==> src/rtl/add_nibble_serial.sv <==
// add_nibble_serial: multi-cycle wide adder that steps one shared add4 across the operand, LSB nibble first.
// add4 is the purely combinational 4-bit ripple slice it sequences.

module add4 (
   input  logic [3:0] a,
   input  logic [3:0] b,
   input  logic       ci,
   output logic [3:0] s,
   output logic       co
);
   logic [4:0] c;
   assign c[0] = ci;
   for (genvar i = 0; i < 4; i++) begin : g_fa
      assign s[i]   = a[i] ^ b[i] ^ c[i];
      assign c[i+1] = (a[i] & b[i]) | (c[i] & (a[i] ^ b[i]));
   end
   assign co = c[4];
endmodule

module add_nibble_serial #(
   parameter int NIBBLES = 2
) (
   input  logic                   clk,
   input  logic                   rst,
   input  logic                   start,
   input  logic [4*NIBBLES-1:0]   a,
   input  logic [4*NIBBLES-1:0]   b,
   input  logic                   ci,
   output logic                   busy,
   output logic                   done,
   output logic [4*NIBBLES-1:0]   s,
   output logic                   co
);
   localparam int IW = NIBBLES > 1 ? $clog2(NIBBLES) : 1;
   localparam logic [IW-1:0] LAST = IW'(NIBBLES - 1);
   localparam logic [1:0] IDLE = 2'd0, RUN = 2'd1, FIN = 2'd2;
   logic [1:0] state;
   logic [4*NIBBLES-1:0] ra, rb;
   logic carry;
   logic [IW-1:0] idx;
   logic [3:0] ns;
   logic nco;
   add4 u_add4 (
      .a  (ra[{idx, 2'b00} +: 4]),
      .b  (rb[{idx, 2'b00} +: 4]),
      .ci (carry),
      .s  (ns),
      .co (nco)
   );
   assign busy = state == RUN;
   assign done = state == FIN;
   always_ff @(posedge clk or posedge rst) begin
      if (rst) begin
         state <= IDLE;
         ra    <= '0;
         rb    <= '0;
         carry <= 1'b0;
         idx   <= '0;
         s     <= '0;
         co    <= 1'b0;
      end else begin
         case (state)
            IDLE: if (start) begin
               ra    <= a;
               rb    <= b;
               carry <= ci;
               idx   <= '0;
               s     <= '0;
               state <= RUN;
            end
            RUN: begin
               s[{idx, 2'b00} +: 4] <= ns;
               carry <= nco;
               idx   <= idx + IW'(1);
               // the final slice's carry becomes the visible carry-out
               if (idx == LAST) begin
                  co    <= nco;
                  state <= FIN;
               end
            end
            default: state <= IDLE;
         endcase
      end
   end
endmodule

==> config.mk <==
export PLATFORM = sky130hd
export DESIGN_NAME = add_nibble_serial
export DESIGN_NICKNAME = d
export VERILOG_FILES = /design/src/rtl/add_nibble_serial.sv
export SDC_FILE = /design/constraint.sdc
export NUM_CORES = 1
export LEC_CHECK = 0
export ABC_CLOCK_PERIOD_IN_PS = 4100
export CAP_MARGIN = 20
export CORE_UTILIZATION = 50
export CTS_CLUSTER_SIZE = 40
export DETAILED_ROUTE_END_ITERATION = 6
export GPL_ROUTABILITY_DRIVEN = 0
export PLACE_DENSITY = 0.79
export SYNTH_ARGS = -nofsm -noshare
export SYNTH_HDL_FRONTEND = slang
export SYNTH_HIERARCHICAL = 1
export SYNTH_SLANG_ARGS = --single-unit
==> constraint.sdc <==
create_clock -name clk -period 4.1 [get_ports clk]
set_input_delay 0.615 -clock clk [delete_from_list [all_inputs] [get_ports clk]]
set_output_delay 0.615 -clock clk [all_outputs]
set_load 0.02 [all_outputs]
# Word-level counts from Yosys, hierarchy flattened
# Index checks and enable logic that the tools add are counted.
[op_classes] bitwise_logic=20 eq_ne=4 mux=10 shift=4 add_sub_neg=2 n_reduce_logical=6
[op_table] op="$pmux W8 S2" n=1
[op_table] op="$shiftx A8 B4 Y4" n=2
[op_table] op="$and A1 B1 Y1" n=8
[op_table] op="$bwmux W8" n=1
[op_table] op="$mux W8" n=1
[op_table] op="$reduce_and A2 Y1" n=4
[op_table] op="$shift A4 B5 Y8 const A" n=1
[op_table] op="$shiftx A4 B5 Y8" n=1
[op_table] op="$xor A1 B1 Y1" n=8
[op_table] op="$neg A3 Y5" n=1
[op_table] op="$mux W2" n=2
[op_table] op="$or A1 B1 Y1" n=4
[op_table] op="$pmux W1 S2" n=2
[op_table] op="$pmux W2 S2" n=1
[op_table] op="$eq A2 B1 Y1 const B" n=1
[op_table] op="$eq A2 B2 Y1 const B" n=1
[op_table] op="$logic_not A2 Y1" n=1
[op_table] op="$mux W1" n=2
[op_table] op="$ne A2 B1 Y1 const B" n=1
[op_table] op="$ne A2 B2 Y1 const B" n=1
[op_table] op="$reduce_bool A2 Y1" n=1
[op_table] op="$add A1 B1 Y1 const B" n=1
[word_totals] output_inout_bits=11 regBits=29

# Depth between registers and ports, before layout
[depth] word_depth=12 mapped_depth=12 ltp_nobuf=11

# By module
# The synthesis kept the hierarchy.
[modules_own_cells] module="add_nibble_serial" area_per_inst_um2=1336.3 cells_each=95 instances=1
[modules_own_cells] module="add4" area_per_inst_um2=117.6 cells_each=14 instances=1

# Least setup slack after synthesis
# No wires, ideal clock.
[synth_timing] path_type="register to register" start="reg idx" end="reg s[7]" arrival_time_ns=2.671 path_slack_ns=1.362 path_stages_with_launch=13 n_path_buf=1 synth_period_minus_slack_ns=2.738 cell_sequence="dfrtp_1 -> buf_2 -> mux2_2 -> fa_1 -> inv_1 -> fa_1 -> inv_1 -> fa_1 -> inv_1 -> fa_1 -> inv_1 -> nor2b_1 -> a221o_1"
[synth_via] elab_chain_len=12 word_cells_on_any_way=24 classes_between="add/sub: 1; shift: 4; mux: 2; bitwise: 17"
[synth_lines] item="from (decl)" line="40" source="logic [IW-1:0] idx;"
[synth_lines] item="from (signal assigned)" line="74" source="idx <= idx + IW'(1);"
[synth_lines] item="$shiftx A8 B4 Y4 (on tied branches)" line="44, 45"
[synth_lines] item="$xor A1 B1 Y1" line="15" source="assign c[i+1] = (a[i] & b[i]) | (c[i] & (a[i] ^ b[i]));"
[synth_lines] item="$and A1 B1 Y1" line="15"
[synth_lines] item="$or A1 B1 Y1" line="15"
[synth_lines] item="$and A1 B1 Y1" line="15"
[synth_lines] item="$or A1 B1 Y1" line="15"
[synth_lines] item="$and A1 B1 Y1" line="15"
[synth_lines] item="$or A1 B1 Y1" line="15"
[synth_lines] item="$xor A1 B1 Y1 (*)" line="14" source="assign s[i] = a[i] ^ b[i] ^ c[i];"
[synth_lines] item="via ns[3]" line="41" source="logic [3:0] ns;"
[synth_lines] item="$shiftx A4 B5 Y8 (*)" line="72" source="s[{idx, 2'b00} +: 4] <= ns;"
[synth_lines] item="$bwmux W8 (*)" line="72"
[synth_lines] item="$pmux W8 S2 (*)" line="62" source="case (state)"
[synth_lines] item="to (signal, indexed assignment)" line="72"
[synth_lines] item="to (decl)" line="31" source="output logic [4*NIBBLES-1:0] s,"
# The timed path passes the listed nets; every way through them passes the cells marked *.
# A chain may end at the register's enable or synchronous reset.

# Final worst setup path
[layout_timing] start="reg idx" end="reg s[3]"
# The elaborated chain is that of the path after synthesis.

==> results.txt <==
The run finished with clean final reports. The total congestion overflow was 0. By instance count, the leading cell after synthesis is sky130_fd_sc_hd__dfrtp_1. The slew at the pin closest to its max-slew limit is 735 ps, and the final cell utilization of the core is 66.2%. The die boundary height came out at 55.9 um. The commonest cells after synthesis are sky130_fd_sc_hd__dfrtp_1 (29), sky130_fd_sc_hd__mux2_2 (26), sky130_fd_sc_hd__inv_1 (12). The instance count of the mapped netlist is 109, and the via count normalized by instance count is 5.29. In this run the deepest clock path goes through 2 buffers. On the critical path, the stage with the largest delay is an instance of sky130_fd_sc_hd__dfrtp_1. The tools report the total global-route track usage as 17.0%. Including well taps, the total number of placed cells is 164. The run gives 3130 um2 as the area of the die. The logs give 29 for the sink count of the clock tree and 330 ps for the insertion delay to the later sink of the worst-skew pair. The cell area that synthesis handed to floorplanning was 1450 um2. In this run the worst path has a maximum fanout of 20. The run gives 232 as the layout filler cell count. In this design, the largest share of critical-path delay is due to adder cells. The initial utilization of the core area, before any placement, comes to 52.7%. In this run the critical register-to-register path is launched from idx.

In this run the post-CTS setup repair buffer count came out at 0. The clock-pin slew on the worst setup and hold paths was 80 ps; the number of max-cap violations was 0. The path type of the worst setup path was flop to flop. Design area: 1830 um2. Ranked by total cell area, the synthesized netlist is headed by sky130_fd_sc_hd__dfrtp_1 (50%), sky130_fd_sc_hd__mux2_2 (20%), sky130_fd_sc_hd__a221o_1 (5.5%). The placement-stage worst setup slack was 981 ps; the number of antenna violations at the first check in global routing was 0. In the routed design, unresolved DRC markers number 0.

The number of antenna diodes in the final layout is 0. The element type at the critical path end is a flop. Setup repair after global routing left no endpoint under its margin. The run gives 30 as the largest net degree at the start of global routing. The H-tree generated during clock tree synthesis spans 2 levels. The number of synthesized flops with an enable pin was 0. The run gives 0 ps as the setup TNS. For the leakage power, the log shows 0.828 nW. The fraction of final layout cells with drive strength greater than 1 is 24.6%, and the sum of internal, switching and leakage power is 1.48 mW.

Traced cell by cell, the critical path runs through mux2_2 -> fa_1 -> inv_1 -> fa_1 -> inv_1 -> fa_1 -> inv_1 -> fa_1 -> inv_1 -> nor2b_1 -> a221o_1. The part of the cycle the worst path needs came out at 75.3%. The worst hold path begins at rb[3]. The tools report the standard cell core area as 2760 um2. Number of primary I/O pins: 31. The tightest min-delay check is of the flop to flop type. The tree is rooted in a sky130_fd_sc_hd__clkbuf_4.

In this run, post-CTS repair resized a total of 0 instances. The power per cell area works out to 809 nW/um2. The endpoint identified for the worst register-to-register timing path is s[3]. For the final worst slack, the log shows 1010 ps. The cell depth of the worst hold path is 1.

The wire length of the first global-routing pass is 3950 um. The run gives 1010 ps as the register-to-register setup slack. The number of setup violations in the final report was 0. The finished layout holds 173 standard cells, fillers aside.

For the total count of hold-check failures in the final report, the log shows 0. Async set or reset register ratio after synthesis: 100%. Synthesis inferred 29 register bits. The tools report the via count of the first global-routing pass as 918. The worst register-to-register path has a depth of 11. The largest total area in the synthesized netlist belongs to sky130_fd_sc_hd__dfrtp_1. For the number of violations reported at the end of detailed-routing iteration 0, the log shows 8. The worst hold path terminates at rb[3].

TritonCTS built the clock tree. For the largest clock skew in the final design, the log shows 3.84 ps. Count of different cell masters after synthesis: 19. Measured along the x axis, the die boundary spans 55.9 um. The most used flip-flop cell after synthesis is sky130_fd_sc_hd__dfrtp_1. The routed layout has 915 vias.

After clock tree synthesis, the flow added hold-fix buffers numbering 0. For the worst setup path, the data arrival time is 3360 ps. The total clock buffers created by CTS was 5; the required time of the critical path was 4370 ps. The growth of design area from synthesis to finish is 25.6%, and the area of placed instances is 1750 um2. Mean area per synthesized cell: 13.3 um2. For this run, the register share of the synthesized area comes to 49.9%. In the final design database the tool counted 165 nets.

For this run, the top clock speed supported by timing is 324 MHz. In the final routed layout, each cell accounts on average for 13.2 um. For the Yosys warning count, the log shows 6. Input and output buffers added on the ports amount to 30.

The critical path launch point type is a flop. For the number of antenna-violating nets in the routed design, the log shows 0. The floorplan has 19 rows.

Summed over its instances, the top area cell type makes up 49.9% of the synthesized netlist area. Subtracting the final worst setup slack from the clock period gives 3090 ps. Across the VDD grid, the largest voltage drop is 0.000537 V.

Number of pins with negative max-slew slack in the final report: 0. In this design, the stage delay of the slowest critical-path cell is 680 ps. In this run the tightest slew margin relative to its limit is 50.9%. The number of buffers and inverters on the critical path is 4.

The overall routed net length is 2290 um. For the detailed-router iteration count before antenna repair, the log shows 3. Detailed placement ended at an HPWL of 1700 um.

Synthesis produced a netlist with a net count of 133. Hold timing on the final database bottoms out at a slack of 508 ps.
flip-flops by register name, indices dropped and copies added, names as in the netlist:
| name | count |
|---|---|
| co | 1 |
| state | 2 |
| ra | 8 |
| s | 8 |
| idx | 1 |
| rb | 8 |
| carry | 1 |
worst max-delay path by stage:
stage	from	endpoint	slack (ps)	cells past startpoint
finish	idx	s[3]	1010	11
global placement	idx	s[7]	1110	11
detailed placement	idx	s[3]	980	11
floorplan	idx	s[7]	1360	12
global route	idx	s[3]	760	11
CTS	idx	s[3]	970	11
cell families after synthesis:
family | count (synthesis) | synth area share (%)
multiplexers | 26 | 20.1
adder cells (fa/ha/maj) | 4 | 5.51
flip-flops | 29 | 49.9
AND/OR/NAND/NOR | 21 | 10.8
AO/OA/AOI/OAI | 11 | 7.57
buffers and inverters | 18 | 6.11
metal layers:
metal  GRT usage [%]  up-vias  routed length [um]
met5               0        -                   0
met4            10.5        0                  37
met3            5.12        3                 119
met2            28.2       26                1160
met1            19.2      438                 978
li1                -      448                   -
worst reg2reg max path: cells and delay by family, from the launching register on:
family,cells,cell delay (ps)
adder cells (fa/ha/maj),4,1350
flip-flops,1,680
multiplexers,1,420
buffers and inverters,4,270
AND/OR/NAND/NOR,1,160
AO/OA/AOI/OAI,1,160
cells in the final DEF (no fill, tap or decap):
master,count
sky130_fd_sc_hd__nor4b_1,1
sky130_fd_sc_hd__o21ba_2,1
sky130_fd_sc_hd__o21bai_2,1
sky130_fd_sc_hd__nor2b_1,8
sky130_fd_sc_hd__clkbuf_1,3
sky130_fd_sc_hd__dfrtp_1,29
sky130_fd_sc_hd__and3b_1,5
sky130_fd_sc_hd__clkbuf_4,5
sky130_fd_sc_hd__clkdlybuf4s50_1,30
sky130_fd_sc_hd__and2_1,1
sky130_fd_sc_hd__a221o_1,8
sky130_fd_sc_hd__fa_1,4
sky130_fd_sc_hd__inv_1,12
sky130_fd_sc_hd__and3_1,4
sky130_fd_sc_hd__buf_16,1
sky130_fd_sc_hd__a221oi_1,1
sky130_fd_sc_hd__nor3b_4,1
sky130_fd_sc_hd__mux2_2,26
sky130_fd_sc_hd__nor2_1,1
cell type report:
class	instances	area, um2	area share (%)
Clock buffer	8	48.8	2.67
Multi-Input combinational cell	62	639	35.0
Timing Repair Buffer	31	328	18.0
Tap cell	31	38.8	2.12
Inverter	12	45.0	2.47
Sequential cell	29	726	39.8
where the power goes:
part | switching, mW | internal (mW)
clock network | 0.0936 | 0.0682
registers | 0.124 | 0.421
logic | 0.331 | 0.440
No activity file was read; power rests on OpenSTA's default activity.
